File: src/rtl/cnn_pkg.sv
// Shared definitions for the CNN classifier-head blocks.
package cnn_pkg;

  localparam int unsigned CNN_ACC_WIDTH   = 24;
  localparam int unsigned CNN_NUM_CLASSES = 10;

  // Most-negative score at the default accumulator width.
  localparam logic [CNN_ACC_WIDTH-1:0] CNN_SCORE_MIN = {1'b1, {(CNN_ACC_WIDTH-1){1'b0}}};

  typedef enum logic {
    COLLECT = 1'b0,
    HOLD    = 1'b1
  } fc_argmax_state_t;

endpackage

File: src/rtl/fc_argmax_if.sv
// Score-in / result-out handshake bundle of the argmax classifier head.
interface fc_argmax_if #(
  parameter int unsigned ACC_WIDTH   = 24,
  parameter int unsigned NUM_CLASSES = 10
);
  localparam int unsigned IDX_WIDTH = $clog2(NUM_CLASSES);

  logic                        in_valid;
  logic signed [ACC_WIDTH-1:0] in_data;
  logic [IDX_WIDTH-1:0]        in_idx;
  logic                        in_ready;
  logic                        class_valid;
  logic                        class_ready;
  logic [IDX_WIDTH-1:0]        class_idx;
  logic signed [ACC_WIDTH-1:0] class_score;
  logic [ACC_WIDTH:0]          class_margin;

  modport slave (
    input  in_valid, in_data, in_idx, class_ready,
    output in_ready, class_valid, class_idx, class_score, class_margin
  );

  modport master (
    output in_valid, in_data, in_idx, class_ready,
    input  in_ready, class_valid, class_idx, class_score, class_margin
  );
endinterface

File: src/rtl/top2_update.sv
// Combinational best/second-best tracker step; strict compares keep the lowest index on ties.
module top2_update #(
  parameter int unsigned W  = 24,
  parameter int unsigned IW = 4
) (
  input  logic signed [W-1:0] best,
  input  logic signed [W-1:0] second,
  input  logic [IW-1:0]       best_idx,
  input  logic signed [W-1:0] in_data,
  input  logic [IW-1:0]       in_idx,
  input  logic                first,
  output logic signed [W-1:0] best_nxt,
  output logic signed [W-1:0] second_nxt,
  output logic [IW-1:0]       best_idx_nxt
);
  localparam logic signed [W-1:0] SCORE_MIN = {1'b1, {(W-1){1'b0}}};

  // Fold one score into the running top-2.
  always_comb begin
    best_nxt     = best;
    second_nxt   = second;
    best_idx_nxt = best_idx;
    if (first) begin
      best_nxt     = in_data;
      best_idx_nxt = '0;
      second_nxt   = SCORE_MIN;
    end else if (in_data > best) begin
      second_nxt   = best;
      best_nxt     = in_data;
      best_idx_nxt = in_idx;
    end else if (in_data > second) begin
      second_nxt   = in_data;
    end
  end
endmodule

File: src/rtl/fc_argmax.sv
// Classifier head: tracks top-2 scores over a frame and presents the argmax result.
module fc_argmax
  import cnn_pkg::*;
#(
  parameter int unsigned ACC_WIDTH   = CNN_ACC_WIDTH,
  parameter int unsigned NUM_CLASSES = CNN_NUM_CLASSES,
  parameter int unsigned CNT_WIDTH   = 16
) (
  input  logic                 clk,
  input  logic                 reset_n,
  input  logic                 clear,
  fc_argmax_if.slave           bus,
  output logic                 seq_err,
  output logic [CNT_WIDTH-1:0] frame_count
);
  localparam int unsigned IDX_W = $clog2(NUM_CLASSES);
  localparam logic [IDX_W-1:0] LAST_IDX = IDX_W'(NUM_CLASSES - 1);

  fc_argmax_state_t              state_q, state_d;
  logic [IDX_W-1:0]              expect_q, expect_d;
  logic [IDX_W-1:0]              last_idx_q, last_idx_d;
  logic                          last_vld_q, last_vld_d;
  logic signed [ACC_WIDTH-1:0]   best_q, best_d, second_q, second_d;
  logic [IDX_W-1:0]              best_idx_q, best_idx_d;
  logic                          in_ready_q, in_ready_d;
  logic                          class_valid_q, class_valid_d;
  logic [IDX_W-1:0]              class_idx_q, class_idx_d;
  logic signed [ACC_WIDTH-1:0]   class_score_q, class_score_d;
  logic [ACC_WIDTH:0]            class_margin_q, class_margin_d;
  logic                          seq_err_q, seq_err_d;
  logic [CNT_WIDTH-1:0]          frame_count_q, frame_count_d;

  logic                          collecting, idx_match, accept, dup, restart, bad;
  logic                          take, first, done, handshake;
  logic signed [ACC_WIDTH-1:0]   best_n, second_n;
  logic [IDX_W-1:0]              best_idx_n;

  // Index check: accept in order, silently drop a repeat of the last accepted
  // index, restart on an early index 0, otherwise flag and drop.
  always_comb begin
    collecting = (state_q == COLLECT);
    idx_match  = (bus.in_idx == expect_q);
    accept     = collecting & bus.in_valid & idx_match;
    dup        = collecting & bus.in_valid & ~idx_match & last_vld_q & (bus.in_idx == last_idx_q);
    restart    = collecting & bus.in_valid & ~idx_match & ~dup & (bus.in_idx == '0);
    bad        = collecting & bus.in_valid & ~idx_match & ~dup & ~restart;
    take       = accept | restart;
    first      = (bus.in_idx == '0);
    done       = take & (bus.in_idx == LAST_IDX);
    handshake  = class_valid_q & bus.class_ready;
  end

  top2_update #(.W(ACC_WIDTH), .IW(IDX_W)) u_top2 (
    .best         (best_q),
    .second       (second_q),
    .best_idx     (best_idx_q),
    .in_data      (bus.in_data),
    .in_idx       (bus.in_idx),
    .first        (first),
    .best_nxt     (best_n),
    .second_nxt   (second_n),
    .best_idx_nxt (best_idx_n)
  );

  // Next-state for sequencing, result capture, error flag and counter; clear overrides all.
  always_comb begin
    state_d        = state_q;
    expect_d       = expect_q;
    last_idx_d     = last_idx_q;
    last_vld_d     = last_vld_q;
    best_d         = best_q;
    second_d       = second_q;
    best_idx_d     = best_idx_q;
    in_ready_d     = in_ready_q;
    class_valid_d  = class_valid_q;
    class_idx_d    = class_idx_q;
    class_score_d  = class_score_q;
    class_margin_d = class_margin_q;
    seq_err_d      = seq_err_q | restart | bad;
    frame_count_d  = frame_count_q;

    if (take) begin
      best_d     = best_n;
      second_d   = second_n;
      best_idx_d = best_idx_n;
      expect_d   = bus.in_idx + IDX_W'(1);
      last_idx_d = bus.in_idx;
      last_vld_d = 1'b1;
    end
    if (done) begin
      state_d        = HOLD;
      in_ready_d     = 1'b0;
      class_valid_d  = 1'b1;
      class_idx_d    = best_idx_n;
      class_score_d  = best_n;
      class_margin_d = {best_n[ACC_WIDTH-1], best_n} - {second_n[ACC_WIDTH-1], second_n};
    end
    if (handshake) begin
      state_d       = COLLECT;
      expect_d      = '0;
      in_ready_d    = 1'b1;
      class_valid_d = 1'b0;
      frame_count_d = frame_count_q + CNT_WIDTH'(1);
    end
    if (clear) begin
      state_d        = COLLECT;
      expect_d       = '0;
      last_idx_d     = '0;
      last_vld_d     = 1'b0;
      best_d         = '0;
      second_d       = '0;
      best_idx_d     = '0;
      in_ready_d     = 1'b1;
      class_valid_d  = 1'b0;
      class_idx_d    = '0;
      class_score_d  = '0;
      class_margin_d = '0;
      seq_err_d      = 1'b0;
      frame_count_d  = '0;
    end
  end

  // State and registered outputs.
  always_ff @(posedge clk or negedge reset_n) begin
    if (!reset_n) begin
      state_q        <= COLLECT;
      expect_q       <= '0;
      last_idx_q     <= '0;
      last_vld_q     <= 1'b0;
      best_q         <= '0;
      second_q       <= '0;
      best_idx_q     <= '0;
      in_ready_q     <= 1'b1;
      class_valid_q  <= 1'b0;
      class_idx_q    <= '0;
      class_score_q  <= '0;
      class_margin_q <= '0;
      seq_err_q      <= 1'b0;
      frame_count_q  <= '0;
    end else begin
      state_q        <= state_d;
      expect_q       <= expect_d;
      last_idx_q     <= last_idx_d;
      last_vld_q     <= last_vld_d;
      best_q         <= best_d;
      second_q       <= second_d;
      best_idx_q     <= best_idx_d;
      in_ready_q     <= in_ready_d;
      class_valid_q  <= class_valid_d;
      class_idx_q    <= class_idx_d;
      class_score_q  <= class_score_d;
      class_margin_q <= class_margin_d;
      seq_err_q      <= seq_err_d;
      frame_count_q  <= frame_count_d;
    end
  end

  assign bus.in_ready     = in_ready_q;
  assign bus.class_valid  = class_valid_q;
  assign bus.class_idx    = class_idx_q;
  assign bus.class_score  = class_score_q;
  assign bus.class_margin = class_margin_q;
  assign seq_err          = seq_err_q;
  assign frame_count      = frame_count_q;
endmodule

File: src/flat_wrapper.sv
// flat-port wrapper written by rule: the top's interface ports become plain ports
module fc_argmax_flat import cnn_pkg::*;
#(
  parameter int unsigned ACC_WIDTH   = CNN_ACC_WIDTH,
  parameter int unsigned NUM_CLASSES = CNN_NUM_CLASSES,
  parameter int unsigned CNT_WIDTH   = 16
)
  (clk, reset_n, clear, seq_err, frame_count, bus_in_valid, bus_in_data, bus_in_idx, bus_class_ready, bus_in_ready, bus_class_valid, bus_class_idx, bus_class_score, bus_class_margin);
  fc_argmax_if #(.ACC_WIDTH(ACC_WIDTH), .NUM_CLASSES(NUM_CLASSES)) bus_i ();
  input  logic clk;
  input  logic reset_n;
  input  logic clear;
  output logic seq_err;
  output logic [CNT_WIDTH-1:0] frame_count;
  input wire logic [$bits(bus_i.in_valid)-1:0] bus_in_valid;
  input wire logic [$bits(bus_i.in_data)-1:0] bus_in_data;
  input wire logic [$bits(bus_i.in_idx)-1:0] bus_in_idx;
  input wire logic [$bits(bus_i.class_ready)-1:0] bus_class_ready;
  output wire logic [$bits(bus_i.in_ready)-1:0] bus_in_ready;
  output wire logic [$bits(bus_i.class_valid)-1:0] bus_class_valid;
  output wire logic [$bits(bus_i.class_idx)-1:0] bus_class_idx;
  output wire logic [$bits(bus_i.class_score)-1:0] bus_class_score;
  output wire logic [$bits(bus_i.class_margin)-1:0] bus_class_margin;
  assign bus_i.in_valid = bus_in_valid;
  assign bus_i.in_data = bus_in_data;
  assign bus_i.in_idx = bus_in_idx;
  assign bus_i.class_ready = bus_class_ready;
  assign bus_in_ready = bus_i.in_ready;
  assign bus_class_valid = bus_i.class_valid;
  assign bus_class_idx = bus_i.class_idx;
  assign bus_class_score = bus_i.class_score;
  assign bus_class_margin = bus_i.class_margin;
  fc_argmax #(.ACC_WIDTH(ACC_WIDTH), .NUM_CLASSES(NUM_CLASSES), .CNT_WIDTH(CNT_WIDTH)) u_core (.clk(clk), .reset_n(reset_n), .clear(clear), .bus(bus_i), .seq_err(seq_err), .frame_count(frame_count));
endmodule
File: config.mk
export PLATFORM = sky130hd
export DESIGN_NAME = fc_argmax_flat
export DESIGN_NICKNAME = d
export VERILOG_FILES = /design/src/rtl/cnn_pkg.sv /design/src/rtl/fc_argmax_if.sv /design/src/rtl/top2_update.sv /design/src/rtl/fc_argmax.sv /design/src/flat_wrapper.sv
export SDC_FILE = /design/constraint.sdc
export NUM_CORES = 1
export LEC_CHECK = 0
export CAP_MARGIN = 20
export CORE_ASPECT_RATIO = 1.5
export CORE_MARGIN = 1
export CORE_UTILIZATION = 40
export CTS_CLUSTER_DIAMETER = 120
export DETAILED_ROUTE_END_ITERATION = 16
export PLACE_DENSITY = 0.72
export SYNTH_ARGS = -nofsm -noshare
export SYNTH_HDL_FRONTEND = slang
export SYNTH_SLANG_ARGS = --single-unit
File: constraint.sdc
create_clock -name clk -period 6.66 [get_ports clk]
set_input_delay 1.332 -clock clk [delete_from_list [all_inputs] [get_ports clk]]
set_output_delay 1.332 -clock clk [all_outputs]
set_load 0.05 [all_outputs]
## Word level (Yosys, flattened, before mapping)

Index checks and enable logic that the tools add are counted.

- Order comparisons: 2
- Multipliers: 0
- Bitwise logic cells: 17
- Add/sub/neg operators: 3
- Muxes and demuxes: 35
- Shifts and indexed selects: 0
- Reductions and logical operators: 6
- Eq/ne operators: 3
- Div/mod/pow operators: 0

Operators with widths:

| cell | count |
|---|---|
| $mux 24 | 11 |
| $mux 25 | 2 |
| $gt 24x24->1 | 2 |
| $mux 4 | 11 |
| $mux 16 | 2 |
| $sub 24x24->25 | 1 |
| $add 16x1->16 const B | 1 |
| $and 1x1->1 | 10 |
| $mux 1 | 9 |
| $eq 4x4->1 | 2 |
| $reduce_bool 2->1 | 3 |
| $reduce_bool 3->1 | 2 |
| $add 4x1->4 const B | 1 |
| $eq 4x4->1 const B | 1 |
| $logic_not 4->1 | 1 |
| $not 1->1 | 4 |
| $or 1x1->1 | 3 |

- Memory bits (writable): 0
- Register bits: 133
- Logic and storage cells: 79
- Memories: 0
- Output and inout port bits: 72
- Bits in read-only memories: 0
- Input bits: 33
- Latch bits: 0

## Depth between registers and ports, before layout

- Word-level depth: 13
- Gate-level depth with buffers: 21
- Depth with buffers taken out: 20

## Modules after synthesis

A second synthesis with hierarchy kept.

- Cell total of the unflattened synthesis: 1102
- Area total of the unflattened synthesis: 9355.2 um^2

Modules (own cells, without submodules):

| module | seq. area each (um^2) | area each (um^2) | cells an instance | times used |
|---|---|---|---|---|
| fc_argmax | 3329.4 | 6936.7 | 739 | 1 |
| top2_update | 0.0 | 2418.6 | 363 | 1 |

## Worst setup path before layout

OpenSTA, ideal clock, no wires.

- Kind: input -> register
- From: input port bus_in_data[23]
- To: register u_core.class_margin_q[22], in the netlist u_core.bus.class_margin[22]
- Slack: 1.297 ns
- Setup time: 0.068 ns
- Required time: 6.592 ns
- Cell stages on the path: 19
- Arrival: 5.295 ns
- Buffers on the path: 1
- Path through: ha_1 > nand4_2 > nor4_2 > o31ai_1 > nand3_2 > mux2_4 > buf_12 > mux2i_1 > a21oi_1 > ha_1 > fa_1 > nand2b_1 > a21oi_1 > o21ai_2 > a31oi_1 > and4_1 > o211ai_2 > a2111oi_0 > a311o_1

- Cells in the longest elaborated chain, start to end: 7
- Elaborated cells between the ends (all ways): 10
- Those cells by class: 1 x add/sub; 2 x order compare; 7 x mux

RTL lines:

| what | RTL line | text |
|---|---|---|
| start: declaration | flat_wrapper.sv:16 | `input wire logic [$bits(bus_i.in_data)-1:0] bus_in_data;` |
| $gt 24x24->1 | top2_update.sv:31 | `end else if (in_data > second) begin` |
| $mux 24 | top2_update.sv:31 |  |
| $mux 24 | top2_update.sv:27 | `end else if (in_data > best) begin` |
| $mux 24 | top2_update.sv:23 | `if (first) begin` |
| $sub 24x24->25 (*) | fc_argmax.sv:96 | `class_margin_d = {best_n[ACC_WIDTH-1], best_n} - {second_n[ACC_WIDTH-1], second_n};` |
| $mux 25 (*) | fc_argmax.sv:90 | `if (done) begin` |
| $mux 25 (*) | fc_argmax.sv:105 | `if (clear) begin` |
| end signal: assignment | fc_argmax.sv:152 | `class_margin_q <= class_margin_d;` |
| end: declaration | fc_argmax.sv:29 | `logic [ACC_WIDTH:0] class_margin_q, class_margin_d;` |

Every way passes the cells marked *; elsewhere a longest branch is shown, timed or not. The select of a mux whose other input is x is not followed.
A chain may end at the register's enable or synchronous reset.

## Worst setup path in the final report

Same ends and word-level chain as after synthesis.

==> metrics <==
ys async rst share=100%; H-tree level count=4; Area after DPL=10600 um2; dpl cells=1426; Starting Density=41.1%; Initial DRT Pass Iterations=5; Sequential cell area=3330 um2; clk slew on worst S/H paths=0.06 ns; grt ovf=0; syn nets=1183; Synth Instances=1073; DR vias/cell=between 5 and 6; post-route ant nets=0; pwr dens=210 nW/um2; fin cells=around 1500; CTS Hold Bufs=0; WL/cell=18.8 um; CTS Buf Count=17; worst-margin pin slew=0.952 ns; critical path peak fanout=8; CTS tree=done; Placer Congestion=0.940; area of the multi-input gates=~5300 um2; clk_skew=about 0.011 ns; Final TNS setup=0 ns; synthesis warning total=0; area growth from synthesis to layout=21.0%; Root Buffer=clkbuf_16; min cycle time layout=slightly above 6 ns; Max Clk Rate=between 0.15 and 0.2 GHz; Core Rows=67; initial antenna violation count=0; CP Launch Type=primary input; critical path type=in -> reg; layout cells sized above 1=just over 8%; latest clock arrival within the worst-skew pair=0.44 ns; Die ar.=23700 um2; CP Capture Type=register; Nets=about 1300; Ports=105; Final WS setup=0.557 ns; Fin. Hold Viols=0; via count=8577; fin. max-slew vios=0; DRT iter0 DRCs=675; first-pass GRT wire length=roughly 44 mm; TritonCTS Sinks=133; Main synth FF type=dfrtp_1; IO Port Bufs=104; chip width=126 um; #FFs+latches synth=around 130; post-route cell area=about 11000 um2; Longest Clk Path Bufs=2; post-synthesis cell type count=75; Critical Path AT=~6.4 ns; vias in the first global route=8363; worst relative slew slack=36.4%; gr usage total=roughly a quarter; Static Leak=4.71 nW; status=complete, no violations; final worst path period share=91.6%; Post-synth EDFFs=0; Peak VDD IR=166 uV; syn_area_per_cell=8.60 um2; Core Region=22500 um2; Post-DP HPWL=approximately 20 mm; RSZ-0062 raised after global routing=no; Req. time, crit path=around 7.0 ns; largest net degree at the start of global routing=78; DP Worst Slack=0.181 ns; Die Y=188 um; mapped cell area=9230 um2; final setup fails=0; Routed WL=27.4 mm; post-cts gate resize count=0; Post-CTS Repair Setup Buffers=0; sequential area share after synthesis=36.1%; DRC viols=0; total power=0.00234 W; filler cell count=2147; max_cap viols=0; Min-Delay Path Class=reg -> reg
-- path summary, 6_finish.rpt --
check,startpoint,slack (ns),depth (start not counted),to
max,bus_in_data[23],0.56,20,u_core.bus.class_margin[22]$_DFFE_PN0P_
min,u_core.bus.class_idx[2]$_DFFE_PN0P_,0.49,2,u_core.bus.class_idx[2]$_DFFE_PN0P_
max reg2reg,u_core.second_q[23]$_DFFE_PN0P_,1.70,20,u_core.bus.class_margin[22]$_DFFE_PN0P_
min reg2reg,u_core.bus.class_idx[2]$_DFFE_PN0P_,0.49,2,u_core.bus.class_idx[2]$_DFFE_PN0P_
max in group asynchronous,reset_n,4.41,2,u_core.bus.class_margin[22]$_DFFE_PN0P_
min in group asynchronous,reset_n,0.95,1,u_core.bus.class_score[19]$_DFFE_PN0P_
-- Yosys cell counts, types with 24 or more instances --
| cell | count | area (um2) |
|---|---|---|
| nand2_1 | 139 | 522 |
| a21oi_1 | 98 | 490 |
| mux2i_1 | 28 | 280 |
| a22oi_1 | 24 | 180 |
| dfrtp_1 | 132 | 3300 |
| ha_1 | 76 | 951 |
| nor2_1 | 101 | 379 |
| inv_1 | 56 | 210 |
| a211o_1 | 24 | 210 |
| clkbuf_1 | 39 | 146 |
| o21ai_0 | 53 | 265 |
| nand3_1 | 48 | 240 |
-- placed cells by master, fill, tap and decap left out, types with 3 or more instances in the layout --
cell type / instances
a211o_1: 24
a211oi_1: 4
a21o_1: 8
a21oi_1: 98
a22oi_1: 24
a311oi_1: 20
a311oi_2: 3
a31oi_1: 11
and3_1: 12
buf_4: 33
bufinv_16: 3
clkbuf_1: 4
clkbuf_16: 17
clkdlybuf4s50_1: 102
dfrtp_1: 132
ha_1: 76
inv_1: 56
mux2i_1: 28
nand2_1: 139
nand2b_1: 7
nand3_1: 48
nand3b_1: 6
nand4_1: 13
nor2_1: 101
nor2b_1: 4
nor3_1: 11
o21a_1: 8
o21ai_0: 53
o21ai_1: 18
o21ai_2: 5
o31ai_1: 5
or2_2: 3
or3_1: 6
xnor2_1: 16
xor2_1: 19
-- per-stage QoR --
stage / util [%] / hold WS (ns)
after detailed placement: 47.1 / 0.475
after global placement: 47.0 / 0.476
final: 49.7 / 0.489
after floorplan: - / 0.466
after global routing: 49.7 / 0.506
after CTS: 49.7 / 0.488
-- worst max-delay path, cell delays in order --
cell and delay [ns]:
clkdlybuf4s50_1 0.56, ha_1 0.51, nand4_2 0.19, nor4_2 0.36, o31ai_1 0.15, nand3_2 0.14
mux2i_4 0.49, buf_4 0.23, mux2i_1 0.10, a211o_1 0.31, ha_1 0.21, a21o_1 0.19
or3_1 0.32, o21ai_2 0.16, a31oi_1 0.11, buf_4 0.16, and4_1 0.22, o211ai_2 0.20
a2111oi_0 0.13, a311o_1 0.34
-- layer usage --
layer	global-route usage [%]	share of wire [%]
met5	0	0
met2	39.0	48
met4	13.4	4.6
met1	29.3	41
met3	4.71	5.9
-- area by class of cell --
cell class | count | area share [%]
antenna | 1 | 0.0224
multi-input combinational | 821 | 47.9
inverter | 56 | 1.88
timing repair buffer | 140 | 12.1
clock inverter | 8 | 1.14
clock buffer | 22 | 4.07
tap | 276 | 3.09
sequential | 133 | 29.8
-- report_power, final --
part | internal [W] | total [W] | switching, W
combinational | 0.000223 | 0.000567 | 0.000344
sequential | 0.000816 | 0.000824 | 0.00000745
clock | 0.000594 | 0.000952 | 0.000358
-- state kept, by name, indices dropped and copies added (netlist names) --
| signal | count |
|---|---|
| u_core.best_idx_q | 4 |
| u_core.best_q | 24 |
| u_core.bus.class_idx | 4 |
| u_core.bus.class_margin | 25 |
| u_core.bus.class_score | 24 |
| u_core.bus.in_ready | 1 |
| u_core.expect_q | 4 |
| u_core.frame_count | 16 |
| u_core.last_idx_q | 4 |
| u_core.last_vld_q | 1 |
| u_core.second_q | 24 |
| u_core.seq_err | 1 |
| u_core.state_q | 1 |
-- logic make-up (layout without fill, tap and decap cells) --
logic type	after synthesis	in the layout	synth area share, %
fa+ha+maj	77	77	10.5
compound gates	306	306	21.6
mux	31	31	3.57
simple gates	372	372	18.8
flops	133	133	36.1
xor+xnor	35	35	3.32
other cells	0	1	0
buf+inv	119	226	6.07
(Power assumes the default switching activity.)
